`src/rtl/sprite_motion_ctrl_if.sv`:
```
// Candidate-position handshake between the sprite controller and the external maze/collision checker.
interface sprite_motion_ctrl_if #(
  parameter int unsigned COORD_W = 10
);
  logic               cand_valid;
  logic [COORD_W-1:0] cand_x;
  logic [COORD_W-1:0] cand_y;
  logic               cand_ack;
  logic               cand_ok;

  modport master (output cand_valid, cand_x, cand_y, input cand_ack, cand_ok);
  modport slave  (input cand_valid, cand_x, cand_y, output cand_ack, cand_ok);
endinterface

```
`src/rtl/sprite_motion_ctrl.sv`:
```
// Per-frame sprite mover: decodes HID keycodes on each VGA frame tick, clamps the step to the
// screen, and gets every move approved by an external checker with diagonal -> X -> Y fallback.
module sprite_motion_ctrl #(
  parameter int unsigned NUM_KEYS    = 2,
  parameter int unsigned COORD_W     = 10,
  parameter int          X_MIN       = 0,
  parameter int          X_MAX       = 639,
  parameter int          Y_MIN       = 0,
  parameter int          Y_MAX       = 479,
  parameter int          X_START     = 320,
  parameter int          Y_START     = 240,
  parameter int          SIZE        = 4,
  parameter int          STEP        = 1,
  parameter logic [7:0]  K_UP        = 8'h1A,
  parameter logic [7:0]  K_LEFT      = 8'h04,
  parameter logic [7:0]  K_DOWN      = 8'h16,
  parameter logic [7:0]  K_RIGHT     = 8'h07,
  parameter logic [7:0]  K_HOME      = 8'h15,
  parameter int unsigned ACK_TIMEOUT = 255
) (
  input  logic                  Clk,
  input  logic                  Reset_n,
  input  logic                  frame_vs,
  input  logic [8*NUM_KEYS-1:0] keycode,
  sprite_motion_ctrl_if.master  cand,
  output logic [COORD_W-1:0]    pos_x,
  output logic [COORD_W-1:0]    pos_y,
  output logic [COORD_W-1:0]    pos_s,
  output logic [15:0]           frame_cnt,
  output logic                  overrun
);
  localparam int          X_LO  = X_MIN + SIZE;
  localparam int          X_HI  = X_MAX - SIZE;
  localparam int          Y_LO  = Y_MIN + SIZE;
  localparam int          Y_HI  = Y_MAX - SIZE;
  localparam int unsigned TMO_W = $clog2(ACK_TIMEOUT + 1);
  localparam logic [TMO_W-1:0] TMO_LAST = TMO_W'(ACK_TIMEOUT - 1);

  typedef logic signed [COORD_W:0] sc_t;
  typedef enum logic [1:0] {IDLE, EVAL, REQ, COMMIT} state_t;
  typedef enum logic [1:0] {ATT_FULL, ATT_X_ONLY, ATT_Y_ONLY} attempt_t;

  function automatic logic [COORD_W-1:0] step_clamp(input logic [COORD_W-1:0] p,
                                                    input logic dec, input logic inc,
                                                    input sc_t lo, input sc_t hi);
    sc_t v;
    v = sc_t'({1'b0, p});
    if (inc && !dec)      v = v + sc_t'(STEP);
    else if (dec && !inc) v = v - sc_t'(STEP);
    if (v < lo)      v = lo;
    else if (v > hi) v = hi;
    return v[COORD_W-1:0];
  endfunction

  state_t             state_q, state_d;
  attempt_t           attempt_q, attempt_d;
  logic [2:0]         vs_q;
  logic               tick_q;
  logic               both_q, both_d;
  logic               cand_valid_q, cand_valid_d;
  logic [COORD_W-1:0] cand_x_q, cand_x_d, cand_y_q, cand_y_d, ty_q, ty_d;
  logic [COORD_W-1:0] pos_x_q, pos_x_d, pos_y_q, pos_y_d;
  logic [TMO_W-1:0]   tmo_q, tmo_d;
  logic               up_q, up_d, dn_q, dn_d, lf_q, lf_d, rt_q, rt_d;
  logic [15:0]        frame_cnt_q, frame_cnt_d;
  logic               overrun_q, overrun_d;
  logic               k_up, k_dn, k_lf, k_rt, k_home;
  logic [COORD_W-1:0] ex, ey;

  always_comb begin
    k_up = 1'b0; k_dn = 1'b0; k_lf = 1'b0; k_rt = 1'b0; k_home = 1'b0;
    for (int unsigned i = 0; i < NUM_KEYS; i++) begin
      if (keycode[8*i +: 8] == K_UP)    k_up   = 1'b1;
      if (keycode[8*i +: 8] == K_DOWN)  k_dn   = 1'b1;
      if (keycode[8*i +: 8] == K_LEFT)  k_lf   = 1'b1;
      if (keycode[8*i +: 8] == K_RIGHT) k_rt   = 1'b1;
      if (keycode[8*i +: 8] == K_HOME)  k_home = 1'b1;
    end
  end

  assign ex = step_clamp(pos_x_q, lf_q, rt_q, sc_t'(X_LO), sc_t'(X_HI));
  assign ey = step_clamp(pos_y_q, up_q, dn_q, sc_t'(Y_LO), sc_t'(Y_HI));

  always_ff @(posedge Clk or negedge Reset_n) begin
    if (!Reset_n) begin
      vs_q   <= '0;
      tick_q <= 1'b0;
    end else begin
      vs_q   <= {vs_q[1:0], frame_vs};
      tick_q <= vs_q[1] & ~vs_q[2];
    end
  end

  always_comb begin
    state_d      = state_q;
    attempt_d    = attempt_q;
    both_d       = both_q;
    cand_valid_d = cand_valid_q;
    cand_x_d     = cand_x_q;
    cand_y_d     = cand_y_q;
    ty_d         = ty_q;
    tmo_d        = tmo_q;
    pos_x_d      = pos_x_q;
    pos_y_d      = pos_y_q;
    up_d = up_q; dn_d = dn_q; lf_d = lf_q; rt_d = rt_q;
    frame_cnt_d  = frame_cnt_q + {15'd0, tick_q};
    overrun_d    = overrun_q | (tick_q & (state_q != IDLE));
    case (state_q)
      IDLE: if (tick_q) begin
        up_d = k_up; dn_d = k_dn; lf_d = k_lf; rt_d = k_rt;
        if (k_home) begin
          cand_x_d = COORD_W'(X_START);
          cand_y_d = COORD_W'(Y_START);
          state_d  = COMMIT;
        end else begin
          state_d  = EVAL;
        end
      end
      // Axis "moves" are judged after clamping, so a blocked axis makes the move single-axis.
      EVAL: begin
        if (ex == pos_x_q && ey == pos_y_q) begin
          state_d = IDLE;
        end else begin
          cand_x_d     = ex;
          cand_y_d     = ey;
          ty_d         = ey;
          both_d       = (ex != pos_x_q) && (ey != pos_y_q);
          attempt_d    = ATT_FULL;
          tmo_d        = '0;
          cand_valid_d = 1'b1;
          state_d      = REQ;
        end
      end
      REQ: begin
        if (!cand_valid_q) begin
          cand_valid_d = 1'b1;
        end else if (cand.cand_ack && cand.cand_ok) begin
          cand_valid_d = 1'b0;
          state_d      = COMMIT;
        end else if (cand.cand_ack || tmo_q == TMO_LAST) begin
          cand_valid_d = 1'b0;
          tmo_d        = '0;
          if (attempt_q == ATT_FULL && both_q) begin
            attempt_d = ATT_X_ONLY;
            cand_y_d  = pos_y_q;
          end else if (attempt_q == ATT_X_ONLY) begin
            attempt_d = ATT_Y_ONLY;
            cand_x_d  = pos_x_q;
            cand_y_d  = ty_q;
          end else begin
            state_d   = IDLE;
          end
        end else begin
          tmo_d = tmo_q + TMO_W'(1);
        end
      end
      COMMIT: begin
        pos_x_d = cand_x_q;
        pos_y_d = cand_y_q;
        state_d = IDLE;
      end
      default: state_d = IDLE;
    endcase
  end

  always_ff @(posedge Clk or negedge Reset_n) begin
    if (!Reset_n) begin
      state_q      <= IDLE;
      attempt_q    <= ATT_FULL;
      both_q       <= 1'b0;
      cand_valid_q <= 1'b0;
      cand_x_q     <= COORD_W'(X_START);
      cand_y_q     <= COORD_W'(Y_START);
      ty_q         <= COORD_W'(Y_START);
      tmo_q        <= '0;
      pos_x_q      <= COORD_W'(X_START);
      pos_y_q      <= COORD_W'(Y_START);
      up_q <= 1'b0; dn_q <= 1'b0; lf_q <= 1'b0; rt_q <= 1'b0;
      frame_cnt_q  <= '0;
      overrun_q    <= 1'b0;
    end else begin
      state_q      <= state_d;
      attempt_q    <= attempt_d;
      both_q       <= both_d;
      cand_valid_q <= cand_valid_d;
      cand_x_q     <= cand_x_d;
      cand_y_q     <= cand_y_d;
      ty_q         <= ty_d;
      tmo_q        <= tmo_d;
      pos_x_q      <= pos_x_d;
      pos_y_q      <= pos_y_d;
      up_q <= up_d; dn_q <= dn_d; lf_q <= lf_d; rt_q <= rt_d;
      frame_cnt_q  <= frame_cnt_d;
      overrun_q    <= overrun_d;
    end
  end

  assign cand.cand_valid = cand_valid_q;
  assign cand.cand_x     = cand_x_q;
  assign cand.cand_y     = cand_y_q;
  assign pos_x           = pos_x_q;
  assign pos_y           = pos_y_q;
  assign pos_s           = COORD_W'(SIZE);
  assign frame_cnt       = frame_cnt_q;
  assign overrun         = overrun_q;
endmodule

```
`src/flat_wrapper.sv`:
```
// flat-port wrapper written by rule: the top's interface ports become plain ports
module sprite_motion_ctrl_flat 
#(
  parameter int unsigned NUM_KEYS    = 2,
  parameter int unsigned COORD_W     = 10,
  parameter int          X_MIN       = 0,
  parameter int          X_MAX       = 639,
  parameter int          Y_MIN       = 0,
  parameter int          Y_MAX       = 479,
  parameter int          X_START     = 320,
  parameter int          Y_START     = 240,
  parameter int          SIZE        = 4,
  parameter int          STEP        = 1,
  parameter logic [7:0]  K_UP        = 8'h1A,
  parameter logic [7:0]  K_LEFT      = 8'h04,
  parameter logic [7:0]  K_DOWN      = 8'h16,
  parameter logic [7:0]  K_RIGHT     = 8'h07,
  parameter logic [7:0]  K_HOME      = 8'h15,
  parameter int unsigned ACK_TIMEOUT = 255
)
  (Clk, Reset_n, frame_vs, keycode, pos_x, pos_y, pos_s, frame_cnt, overrun, cand_cand_valid, cand_cand_x, cand_cand_y, cand_cand_ack, cand_cand_ok);
  sprite_motion_ctrl_if #(.COORD_W(COORD_W)) cand_i ();
  input  logic Clk;
  input  logic Reset_n;
  input  logic frame_vs;
  input  logic [8*NUM_KEYS-1:0] keycode;
  output logic [COORD_W-1:0] pos_x;
  output logic [COORD_W-1:0] pos_y;
  output logic [COORD_W-1:0] pos_s;
  output logic [15:0] frame_cnt;
  output logic overrun;
  output wire logic [$bits(cand_i.cand_valid)-1:0] cand_cand_valid;
  output wire logic [$bits(cand_i.cand_x)-1:0] cand_cand_x;
  output wire logic [$bits(cand_i.cand_y)-1:0] cand_cand_y;
  input wire logic [$bits(cand_i.cand_ack)-1:0] cand_cand_ack;
  input wire logic [$bits(cand_i.cand_ok)-1:0] cand_cand_ok;
  assign cand_cand_valid = cand_i.cand_valid;
  assign cand_cand_x = cand_i.cand_x;
  assign cand_cand_y = cand_i.cand_y;
  assign cand_i.cand_ack = cand_cand_ack;
  assign cand_i.cand_ok = cand_cand_ok;
  sprite_motion_ctrl #(.NUM_KEYS(NUM_KEYS), .COORD_W(COORD_W), .X_MIN(X_MIN), .X_MAX(X_MAX), .Y_MIN(Y_MIN), .Y_MAX(Y_MAX), .X_START(X_START), .Y_START(Y_START), .SIZE(SIZE), .STEP(STEP), .K_UP(K_UP), .K_LEFT(K_LEFT), .K_DOWN(K_DOWN), .K_RIGHT(K_RIGHT), .K_HOME(K_HOME), .ACK_TIMEOUT(ACK_TIMEOUT)) u_core (.Clk(Clk), .Reset_n(Reset_n), .frame_vs(frame_vs), .keycode(keycode), .cand(cand_i), .pos_x(pos_x), .pos_y(pos_y), .pos_s(pos_s), .frame_cnt(frame_cnt), .overrun(overrun));
endmodule
```
`config.mk`:
```
export PLATFORM = sky130hd
export DESIGN_NAME = sprite_motion_ctrl_flat
export DESIGN_NICKNAME = d
export VERILOG_FILES = /design/src/rtl/sprite_motion_ctrl_if.sv /design/src/rtl/sprite_motion_ctrl.sv /design/src/flat_wrapper.sv
export SDC_FILE = /design/constraint.sdc
export NUM_CORES = 1
export LEC_CHECK = 0
export ABC_AREA = 1
export CAP_MARGIN = 10
export CORE_MARGIN = 8
export CORE_UTILIZATION = 40
export CTS_CLUSTER_SIZE = 24
export DETAILED_ROUTE_END_ITERATION = 10
export DONT_BUFFER_PORTS = 1
export HOLD_SLACK_MARGIN = 0.12
export PLACE_DENSITY = 0.51
export SLEW_MARGIN = 20
export SYNTH_ARGS = -nofsm -noshare
export SYNTH_HDL_FRONTEND = slang
export SYNTH_SLANG_ARGS = --single-unit
```
`constraint.sdc`:
```
create_clock -name Clk -period 3.3 [get_ports Clk]
set_input_delay 0.66 -clock Clk [delete_from_list [all_inputs] [get_ports Clk]]
set_output_delay 0.66 -clock Clk [all_outputs]
set_load 0.005 [all_outputs]
```
==> After elaboration in Yosys (flattened, before gate mapping) <==
Index checks and enable logic that the tools add are counted.
{ "totals": {"output_inout_bits": 68, "regBits": 89, "word_cells": 152, "input_bits": 21} }
{ "op_classes": {"n_lt_le_gt_ge": 4, "n_addsub": 6, "bitwise_logic": 5, "n_eq_ne": 31, "n_reduce_logical": 26, "n_mux": 62} }
{ "op_table": {"columns": ["op", "count"], "rows": [
  ["10-bit 2-to-1 mux", 20],
  ["10-bit one-hot mux with 3 select lines", 2],
  ["8-bit by 5-bit == test with 1-bit output, second input constant", 6],
  ["11-bit 2-to-1 mux", 4],
  ["8-bit by 3-bit == test with 1-bit output, second input constant", 4],
  ["8-bit 2-to-1 mux", 4],
  ["2-bit 2-to-1 mux", 14],
  ["10-bit by 1-bit adder with 11-bit output, second input constant", 2],
  ["11-bit by 4-bit < comparator with 1-bit output, second input constant", 2],
  ["10-bit by 1-bit subtractor with 11-bit output, second input constant", 2],
  ["10-bit == test", 2],
  ["10-bit != test", 2],
  ["16-bit by 1-bit adder with 16-bit output", 1],
  ["8-bit one-hot mux with 2 select lines", 1],
  ["1-bit 2-to-1 mux", 14],
  ["11-bit by 10-bit > comparator with 1-bit output, second input constant", 1],
  ["11-bit > comparator, second input constant", 1],
  ["2-bit by 1-bit != test with 1-bit output, second input constant", 5],
  ["9-bit AND reduction", 1],
  ["8-bit by 1-bit adder with 8-bit output, second input constant", 1],
  ["8-bit == test, second input constant", 1],
  ["1-bit logical AND", 8],
  ["2-bit one-hot mux with 4 select lines", 1],
  ["8-bit AND reduction", 1],
  ["19 further kinds", 34]
]} }

==> Longest topological paths before layout <==
Gate-level depths: netlist of the first run.
{ "logic_depth": {"ltp_word": 11, "mapped_depth": 25, "mapped_depth_nobuf": 25} }

==> Least setup slack after synthesis of the first run <==
Ideal clock, no wire load.
{ "synth_path": {"kind": "register -> register", "from": "reg u_core.pos_x_q[0] (netlist: u_core.pos_x[0])", "to": "reg u_core.tmo_q[1]", "stages_incl_launch_ff": 22, "path_buffers": 2, "arrival_ps": 2565, "setup_slack_ps": 617, "cell_sequence": "dfrtp_1 -> inv_2 -> ha_1 -> nand3_1 -> nor2_1 -> nand2_1 -> nand3_1 -> nand2_1 -> nor2_1 -> nand2_1 -> nor2_2 -> nor2_4 -> buf_6 -> nand3_1 -> nand2_1 -> nor2_1 -> nand2_1 -> nor2_4 -> nand3_4 -> buf_2 -> nand4_1 -> nand2_1"} }
{ "synth_between": {"elab_chain_len": 10, "elab_cells_between_ends": 12, "cone_classes": "2 x add/sub; 2 x order compare; 2 x eq/ne; 4 x mux; 2 x reduce/logical"} }
{ "synth_lines": {"columns": ["element", "line", "rtl"], "rows": [
  ["start, declared", "sprite_motion_ctrl.sv:62", "logic [COORD_W-1:0] pos_x_q, pos_x_d, pos_y_q, pos_y_d;"],
  ["start signal, assigned", "sprite_motion_ctrl.sv:176", "pos_x_q <= COORD_W'(X_START);"],
  ["start signal, assigned", "sprite_motion_ctrl.sv:190", "pos_x_q <= pos_x_d;"],
  ["10-bit by 1-bit subtractor with 11-bit output", "sprite_motion_ctrl.sv:49", "else if (dec && !inc) v = v - sc_t'(STEP);"],
  ["11-bit 2-to-1 mux", "sprite_motion_ctrl.sv:49", null],
  ["11-bit 2-to-1 mux", "sprite_motion_ctrl.sv:48", "if (inc && !dec) v = v + sc_t'(STEP);"],
  ["11-bit > comparator", "sprite_motion_ctrl.sv:51", "else if (v > hi) v = hi;"],
  ["10-bit 2-to-1 mux", "sprite_motion_ctrl.sv:51", null],
  ["10-bit 2-to-1 mux", "sprite_motion_ctrl.sv:50", "if (v < lo) v = lo;"],
  ["10-bit == test *", "sprite_motion_ctrl.sv:121", "if (ex == pos_x_q && ey == pos_y_q) begin"],
  ["1-bit logical AND *", "sprite_motion_ctrl.sv:121", null],
  ["2-bit != test (no source line) *", null, null],
  ["4-bit AND reduction (no source line) *", null, null],
  ["end signal, assigned", "sprite_motion_ctrl.sv:189", "tmo_q <= tmo_d;"],
  ["end, declared", "sprite_motion_ctrl.sv:63", "logic [TMO_W-1:0] tmo_q, tmo_d;"]
]} }
Every way passes the cells marked *; elsewhere a longest branch is shown, timed or not.
A chain may end at the register's enable or synchronous reset.

==> Worst setup path in the final report of the first run <==
{ "layout_path": {"from": "reg u_core.pos_y_q[0] (netlist: u_core.pos_y[0])", "to": "reg u_core.cand_y_q[9] (netlist: u_core.cand.cand_y[9])"} }
{ "layout_between": {"elab_chain_len": 10, "elab_cells_between_ends": 14, "cone_classes": "2 x add/sub; 2 x order compare; 2 x eq/ne; 6 x mux; 2 x reduce/logical"} }
{ "layout_lines": {"columns": ["element", "line", "rtl"], "rows": [
  ["start, declared", "sprite_motion_ctrl.sv:62", null],
  ["start signal, assigned", "sprite_motion_ctrl.sv:177", "pos_y_q <= COORD_W'(Y_START);"],
  ["start signal, assigned", "sprite_motion_ctrl.sv:191", "pos_y_q <= pos_y_d;"],
  ["10-bit by 1-bit subtractor with 11-bit output", "sprite_motion_ctrl.sv:49", null],
  ["11-bit 2-to-1 mux", "sprite_motion_ctrl.sv:49", null],
  ["11-bit 2-to-1 mux", "sprite_motion_ctrl.sv:48", null],
  ["11-bit by 10-bit > comparator with 1-bit output", "sprite_motion_ctrl.sv:51", null],
  ["10-bit 2-to-1 mux", "sprite_motion_ctrl.sv:51", null],
  ["10-bit 2-to-1 mux", "sprite_motion_ctrl.sv:50", null],
  ["10-bit == test", "sprite_motion_ctrl.sv:121", null],
  ["1-bit logical AND", "sprite_motion_ctrl.sv:121", null],
  ["2-bit != test (no source line)", null, null],
  ["8-bit AND reduction (no source line)", null, null],
  ["end signal, assigned", "sprite_motion_ctrl.sv:173", "cand_y_q <= COORD_W'(Y_START);"],
  ["end signal, assigned", "sprite_motion_ctrl.sv:187", "cand_y_q <= cand_y_d;"],
  ["end, declared", "sprite_motion_ctrl.sv:61", "logic [COORD_W-1:0] cand_x_q, cand_x_d, cand_y_q, cand_y_d, ty_q, ty_d;"]
]} }
Parallel ways exist; a longest one is shown, timed or not. The select of a mux whose other input is x is not followed.

==> flow_metrics.tcl, run 1 <==
set metrics [dict create \
    r2r_setup_slack_ns 0.21 \
    synth-seq-cells 89 \
    cellLeakagePower_nw 3.147 \
    setup_violations 0 \
    fin_cells 1032 \
    gp_congestion 0.9064 \
    vias 5409 \
    path_buf_inv 3 \
    clkSinkCount 89 \
    overflow 0 \
    numCtsBuffers 9 \
    htreeDepth 3 \
    fp.dieW_um 136.0 \
    synth_most_common_cell "nand2_1" \
    fmax_mhz 323.3 \
    grt_max_degree 74 \
    critPathRequiredTime_ns 3.53 \
    hold_path.class "in2async" \
    worst_pin_slew_ns 0.7057 \
    placed_area_um2 6103 \
    finalCritPeriodShare 0.9374 \
    synth_cell_types 43 \
    tns_ns 0 \
    cp_common_cell "nand2_1" \
    clkSlewWorstSetupHoldPaths_ns 0.07 \
    antenna_found_initial 0 \
    grtUsageTotal 0.1870 \
    dr.pass1.iters 5 \
    syn_inst 813 \
    path_cells "inv_1, ha_1, nand3_2, nor2_4, nand2_1, nand2_1, nand2_1, nand2_2, nand3_1, nor2_4, nor2_4, buf_4, nand3_1, nand2_1, nor2_2, nand2_2, nor2_4, nand3_4, buf_6, nand4_1, nand2_1" \
    dieArea_um2 18490 \
    slew_viol_final 0 \
    crit_cells 21 \
    async_flop_share 1.000 \
    yosys_warnings 0 \
    cts_root_buf "clkbuf_16" \
    vdd_ir_drop_max_mv 0.4054 \
    wirelength_um 17230 \
    syn_avg_cell_area_um2 7.081 \
    arrival_ns 3.33 \
    cp_slowest_cell "dfrtp_1" \
    drcViolationCount 0 \
    synth_commonest_cells "nand2_1 (286), dfrtp_1 (73), nor2_1 (71)" \
    nNetsFinal 877 \
    grt_pass1_vias 5213 \
    synth_flop_cell "dfrtp_1" \
    grt_first_pass_wirelength_um 27330 \
    crit_type "reg2reg" \
    relSlewSlack 0.5295 \
    clockBufferDepth 2 \
    drtIter0Drc 340 \
    layout-drive-gt1-share 0.1533 \
    rr_worst_depth 21 \
    slowest_delay_ns 0.42 \
    hpwl_um 12760 \
    wl_per_cell_um 16.70 \
    critPathMaxFanout 7 \
    die_h_um 136.0 \
    cts_tree "yes" \
    viasPerCell 5.241 \
    io_pins 89 \
    power_density_nw_per_um2 1175 \
    start_util 0.4022 \
    design_area_um2 6625 \
    total_power_mw 7.782 \
    cp-end-kind "flip-flop" \
    yosysSeqAreaShare 0.3903 \
    syn_to_final_growth_pct 15.08 \
    syn_area_um2 5757 \
    yosysTopAreaCellShare 0.3173 \
    core-area_um2 14310 \
    cp-start-kind "flip-flop" \
    placed_cells 1008 \
    fp-row-count 44 \
    worstReg2RegStart "u_core.pos_y[0]" \
    ant_nets 0 \
    diodes 0 \
    synth_top_area_cell "dfrtp_1" \
    critical_path.top_delay_family "simple AND/OR/NAND/NOR gates" \
    synth_edf_count 0 \
    clk_latency_ns 0.35 \
    period_minus_slack_ns 3.094 \
    r2r_end "u_core.cand.cand_y[9]" \
    hold_viol_final 0 \
    maxCapViolCount 0 \
    io_buffers 0 \
    status "finished clean" \
    netlist_top_cells_area "dfrtp_1 (32%), nand2_1 (19%), dfstp_2 (7.3%)" \
    worst_clock_skew_ns 0.01181 \
]
## metal layers
| metal | track usage | routed length [µm] | up-vias |
|---|---|---|---|
| met1 | 0.2259 | 7565 | 2562 |
| met5 | 0 | 0 | - |
| li1 | - | - | 2709 |
| met4 | 0.05796 | 246 | 0 |
| met3 | 0.04952 | 892 | 18 |
| met2 | 0.3181 | 8525 | 120 |
## layout make-up
class                   count  area (µm²)
flip-flops and latches     89        2253
clock inverters             6       45.04
repair buffers             41       364.1
fillers                  1501        7689
inverters                  68       257.7
multi-input cells         634        3246
clock buffers              10       229.0
well taps                 184       230.2
## worst max-delay path by stage
stage,from,slack [ns],endpoint
3_5_place_dp,u_core.pos_x[0],0.09,u_core.tmo_q[3]
5_1_grt,u_core.pos_y[1],-0.05,u_core.cand.cand_y[9]
4_1_cts,u_core.pos_x[0],0.06,u_core.attempt_q[0]
2_1_floorplan,u_core.pos_x[0],0.62,u_core.tmo_q[1]
6_report,u_core.pos_y[0],0.21,u_core.cand.cand_y[9]
3_3_place_gp,u_core.pos_x[0],0.16,u_core.cand.cand_y[0]
## repair_timing
action	4_1_cts	5_1_grt
setup endpoints to repair	0	43
endpoints found under the hold margin	73	0
buffers inserted	0	5
hold buffers	1	0
gates resized for setup	0	41
## power by group
part           leakage (nW)  switching, mW  internal, mW
registers              1.13          0.459          1.50
logic                  1.89           3.14          1.72
clock network         0.125          0.453         0.514
total                  3.15           4.05          3.73
## placed cells by master, fill, tap and decap left out, types with 6 or more instances in the layout
cell type  instances
inv_1             61
nor2_1            63
o21ai_1            9
nand2_2            8
buf_4             35
nor2_2            11
nor2_4             8
conb_1            10
nand3_1           66
nor3_1             9
a31oi_1           10
xor2_1            17
nand2_1          281
dfstp_2           16
dfrtp_1           68
clkbuf_16          9
ha_1              11
xnor2_1            6
nand4_1           32
o21ai_0           46
## cells by family (layout without fill, tap and decap cells)
kind of cell,count (synthesis),count (layout),share of synthesized area
DFF,89,89,0.3903
xor gates and xnor gates,23,23,0.03499
and+or+nand+nor,499,501,0.3801
AOI/OAI and AO/OA,87,87,0.08781
other,2,10,0.001305
adders and majority gates,13,13,0.02826
buffers and inverters,100,125,0.07716
## registers in the layout, indices dropped and copies added, names as in the netlist, 2 cells and up
signal	count
u_core.ty_q	10
u_core.pos_y	10
u_core.pos_x	10
u_core.frame_cnt	16
u_core.tmo_q	8
u_core.cand.cand_x	10
u_core.cand.cand_y	10
u_core.attempt_q	2
u_core.state_q	2
u_core.vs_q	3
## per-stage QoR
stage          utilization  setup WS [ns]  hold WS (ns)
2_1_floorplan            -         0.6175        0.3312
3_3_place_gp        0.4264         0.1622        0.3356
3_5_place_dp        0.4264        0.08958        0.3441
4_1_cts             0.4475        0.05970        0.1396
5_1_grt             0.4629       -0.04959        0.1296
6_report            0.4629         0.2064        0.1483
Note: power is estimated with default switching activity, not from simulation.
==> run 2: changes to the inputs <==
==> constraint.sdc (replaced) <==
create_clock -name Clk -period 3.3 [get_ports Clk]
set_input_delay 0.33 -clock Clk [delete_from_list [all_inputs] [get_ports Clk]]
set_output_delay 0.33 -clock Clk [all_outputs]
set_load 0.005 [all_outputs]
==> flow_metrics.tcl, run 2 (synthesized netlist as in run 1, its figures left out) <==
set metrics [dict create \
    crit_type "reg2reg" \
    numCtsBuffers 9 \
    dr.pass1.iters 5 \
    hold_viol_final 0 \
    clkSlewWorstSetupHoldPaths_ns 0.06 \
    clkSinkCount 89 \
    fp.dieW_um 136.0 \
    ant_nets 0 \
    dieArea_um2 18490 \
    finalCritPeriodShare 0.9250 \
    wirelength_um 16970 \
    worst_pin_slew_ns 0.8178 \
    most-common-layout-cells "nand2_1 (280), nand3_1 (66), dfrtp_1 (66)" \
    antenna_found_initial 0 \
    critPathRequiredTime_ns 3.57 \
    fmax_mhz 327.6 \
    setup_violations 0 \
    nNetsFinal 885 \
    placed_area_um2 6096 \
    viasPerCell 5.325 \
    design_area_um2 6733 \
    status "finished clean" \
    critPathMaxFanout 7 \
    worst_clock_skew_ns 0.004712 \
    worstReg2RegStart "u_core.dn_q" \
    hpwl_um 12620 \
    power_density_nw_per_um2 1174 \
    final_common_cell "nand2_1" \
    wl_per_cell_um 16.32 \
    layout-drive-gt1-share 0.1636 \
    core-area_um2 14310 \
    arrival_ns 3.33 \
    start_util 0.4022 \
    die_h_um 136.0 \
    htreeDepth 3 \
    gp_congestion 0.9095 \
    grtUsageTotal 0.1818 \
    cellLeakagePower_nw 3.206 \
    slew_viol_final 0 \
    vias 5538 \
    relSlewSlack 0.4528 \
    met1_length_um 7394 \
    cts_tree "yes" \
    r2r_setup_slack_ns 0.25 \
    largest_reg_flops 16 \
    pre_cts_ws_ns 0.09376 \
    r2r_end "u_core.cand.cand_y[5]" \
    hold_start "keycode[8]" \
    routed.top_layer "met4" \
    worstHoldPathCells 2 \
    drtIter0Drc 362 \
    fp-row-count 44 \
    holdPathEnd "u_core.rt_q" \
    grt_first_pass_wirelength_um 26940 \
    overflow 0 \
    hold_path.class "in2reg" \
    diodes 0 \
    rr_worst_depth 20 \
    fin_cells 1040 \
    vdd_ir_drop_max_mv 0.4281 \
    maxCapViolCount 0 \
    placed_cells 1007 \
    grt_max_degree 90 \
    drcViolationCount 0 \
    cp-start-kind "flip-flop" \
    syn_to_final_growth_pct 16.95 \
    routed-wl-met3_um 935 \
    cp-end-kind "flip-flop" \
    grt_pass1_vias 5253 \
    fillers 1450 \
    layout_setup_ws_ns 0.2476 \
    clockBufferDepth 2 \
    cts_root_buf "clkbuf_16" \
    io_buffers 0 \
    dr_wl_met2_um 8327 \
    io_pins 89 \
    period_minus_slack_ns 3.052 \
    clk_latency_ns 0.34 \
]
## run 2: metal layers
layer	GRT usage	up-vias
li1	-	2726
met1	0.2234	2629
met2	0.3110	155
met3	0.03954	28
met4	0.05674	0
met5	0	-
## run 2: metrics by stage
| step | util | total power, mW | hold WS [ns] | TNS (ns) |
|---|---|---|---|---|
| global route | 0.4704 | 8.688 | 0.1658 | -0.07073 |
| CTS | 0.4524 | 7.495 | 0.1502 | 0 |
| detailed placement | 0.4259 | 6.298 | 0.03887 | 0 |
| finish | 0.4704 | 7.905 | 0.1578 | 0 |
| global placement | 0.4259 | 6.281 | 0.03800 | 0 |
| floorplan | - | 5.103 | 0.03441 | 0 |
## run 2: report_power, final
part	switching [mW]	total, mW	internal, mW	leakage, nW
Clock	0.428	1.13	0.707	0.159
Sequential	0.460	1.96	1.50	1.13
Combinational	3.10	4.81	1.71	1.92
Total	3.99	7.90	3.92	3.21
## run 2: cell type report
type,count,area (µm²),area share
clock inverter,4,76.32,0.01134
multi-input combinational,634,3239,0.4811
sequential,89,2256,0.3351
tap,184,230.2,0.03419
inverter,68,257.7,0.03828
clock buffer,12,256.5,0.03810
timing repair buffer,49,416.7,0.06188
## run 2: worst max-delay path by stage
| stage | slack [ns] | cells after the start | end | startpoint |
|---|---|---|---|---|
| after floorplan | 0.62 | 21 | u_core.tmo_q[1] | u_core.pos_x[0] |
| after global placement | 0.15 | 22 | u_core.cand.cand_y[0] | u_core.pos_x[0] |
| after detailed placement | 0.09 | 23 | u_core.attempt_q[1] | u_core.pos_x[0] |
| after CTS | 0.07 | 23 | u_core.attempt_q[1] | u_core.pos_x[0] |
| after global routing | -0.03 | 24 | u_core.attempt_q[1] | u_core.pos_x[0] |
| final | 0.25 | 20 | u_core.cand.cand_y[5] | u_core.dn_q |
## run 2: timing repair
| item | CTS | global route |
|---|---|---|
| hold buffers | 3 | 0 |
| setup endpoints to repair | 0 | 43 |
| setup buffers | 0 | 12 |
| endpoints found under the hold margin | 90 | 0 |
| gates resized for setup | 0 | 47 |
## run 2: critical path, cell delays in order, from the launching register on
cell,delay (ns)
dfrtp_1,0.44
inv_2,0.17
nand2_1,0.10
nor2_1,0.18
nand2_1,0.11
nand2_1,0.14
nand3_1,0.09
nand2_1,0.11
nand3_1,0.11
nor2_4,0.17
nor2_4,0.09
buf_4,0.15
nand3_1,0.07
nand2_1,0.06
nor2_2,0.14
nand2_2,0.08
nor2_4,0.19
nand3_2,0.21
buf_4,0.21
nand4_1,0.11
nand2_1,0.07
==> run 3: changes to the inputs <==
ABC_CLOCK_PERIOD_IN_PS = 3300   (was default)
RECOVER_POWER = 100   (was default)
==> flow_metrics.tcl, run 3 (synthesized netlist as in run 1, its figures left out) <==
set metrics [dict create \
    hold_viol_final 0 \
    numCtsBuffers 9 \
    htreeDepth 3 \
    path_buf_inv 3 \
    start_util 0.4022 \
    final_common_cell "nand2_1" \
    fin_util 0.4677 \
    switching_share 0.5070 \
    status "complete, but fails checks" \
    crit_type "reg2reg" \
    clkSlewWorstSetupHoldPaths_ns 0.07 \
    largest_reg_flops 16 \
    critPathMaxFanout 7 \
    clkSinkCount 89 \
    diodes 0 \
    cts_root_buf "clkbuf_16" \
    slowest_delay_ns 0.44 \
    grtUsageTotal 0.1818 \
    cp_common_cell "nand2_1" \
    vdd_ir_drop_max_mv 0.4275 \
    cts_tree "yes" \
    drcViolationCount 0 \
    most-common-layout-cells "nand2_1 (280), nand3_1 (66), dfrtp_1 (66)" \
    p_int_mw 3.884 \
    hold_ws_ns 0.1600 \
    fp.dieW_um 136.0 \
    io_pins 89 \
    tns_ns 0 \
    worst_clock_skew_ns 0.006755 \
    hold_path.class "in2reg" \
    relSlewSlack -0.4949 \
    clk_latency_ns 0.34 \
    die_h_um 136.0 \
    power_density_nw_per_um2 1177 \
    cp-end-kind "flip-flop" \
    period_minus_slack_ns 3.054 \
    cp-start-kind "flip-flop" \
    setup_violations 0 \
    layout-drive-gt1-share 0.1519 \
    vias 5506 \
    core-area_um2 14310 \
    wl_per_cell_um 16.29 \
    grt_pass1_vias 5253 \
    critical_path.top_delay_family "simple AND/OR/NAND/NOR gates" \
    clockBufferDepth 2 \
    io_buffers 0 \
    nNetsFinal 885 \
    gp_congestion 0.9095 \
    maxCapViolCount 1 \
    p_switching_mw 3.993 \
    finalCritPeriodShare 0.9254 \
    slew_viol_final 90 \
    clockPowerShare 0.144 \
    wirelength_um 16940 \
    viasPerCell 5.294 \
    fmax_mhz 327.5 \
    worst_pin_slew_ns 2.242 \
    grt_max_degree 90 \
    grt_first_pass_wirelength_um 26940 \
    dr.pass1.iters 5 \
    ant_nets 0 \
    antenna_found_initial 0 \
    fp-row-count 44 \
    violations "max-capacitance violations, max-slew violations" \
    syn_to_final_growth_pct 16.30 \
    hpwl_um 12620 \
    overflow 0 \
    drtIter0Drc 390 \
    design_area_um2 6695 \
    critPathRequiredTime_ns 3.57 \
    cellLeakagePower_nw 3.178 \
    dieArea_um2 18490 \
    p_comb_frac 0.609 \
    path_cells "inv_1, ha_2, nand3_4, nor2_4, nand2_1, nand2_1, nand2_1, nand2_1, nand3_1, nor2_4, nor2_4, buf_4, nand3_1, nand2_1, nor2_2, nand2_2, nor2_4, nand3_2, buf_4, nand4_1, nand2_1" \
    arrival_ns 3.33 \
    placed_area_um2 6096 \
    sequentialPowerShare 0.247 \
    cp_slowest_cell "dfrtp_2" \
]
## run 3: worst reg2reg max path, delay by kind of cell, from the launching register on
family | cells | cell delay (ns)
AND/OR/NAND/NOR | 17 | 1.90
buffers and inverters | 3 | 0.45
flip-flops | 1 | 0.44
adder cells (fa/ha/maj) | 1 | 0.19
## run 3: power by group through the flow
stage               clock (mW)  combinational [mW]  sequential, mW
finish                    1.14                4.80            1.95
global route              1.21                5.44            2.00
CTS                       1.17                4.38            1.95
detailed placement           0                4.34            1.96
global placement             0                4.32            1.96
floorplan                    0                3.30            1.81
## run 3: final cells by class
cell class	count	area, µm²
Clock inverter	4	76.32
Tap cell	184	230.2
Clock buffer	12	256.5
Timing Repair Buffer	49	379.1
Inverter	68	257.7
Multi-Input combinational cell	634	3239
Fill cell	1454	7619
Sequential cell	89	2256
## run 3: metrics by stage
stage	worst slack [ns]	std cells	power, mW
6_report	0.2463	1040	7.877
3_3_place_gp	0.1535	1007	6.281
5_1_grt	-0.02601	1040	8.654
3_5_place_dp	0.09376	1007	6.298
2_1_floorplan	0.6175	821	5.103
4_1_cts	0.07199	1026	7.495
## run 3: per-layer routing
layer,part of all wire,track usage,wire length [µm]
met4,0.018,0.05674,307
met3,0.053,0.03954,898
met2,0.49,0.3110,8303
met5,0,0,0
met1,0.44,0.2234,7432
## run 3: path summary, 6_finish.rpt
check / from / to / slack, ns / cells after the start
worst max-delay path: u_core.pos_y[1] / u_core.cand.cand_y[6] / 0.25 / 21
worst min-delay path: keycode[8] / u_core.rt_q / 0.16 / 2
worst max register to register: u_core.pos_y[1] / u_core.cand.cand_y[6] / 0.25 / 21
worst min register to register: u_core.vs_q[0] / u_core.vs_q[1] / 0.36 / 0
max in group asynchronous: Reset_n / u_core.up_q / 0.63 / 2
min in group asynchronous: Reset_n / u_core.pos_x[9] / 1.18 / 2
## run 3: timing repair
item | in CTS | in global routing
hold buffers | 3 | 0
setup endpoints to repair | 0 | 43
buffers inserted | 0 | 12
gates resized for setup | 0 | 47
endpoints found under the hold margin | 90 | 0
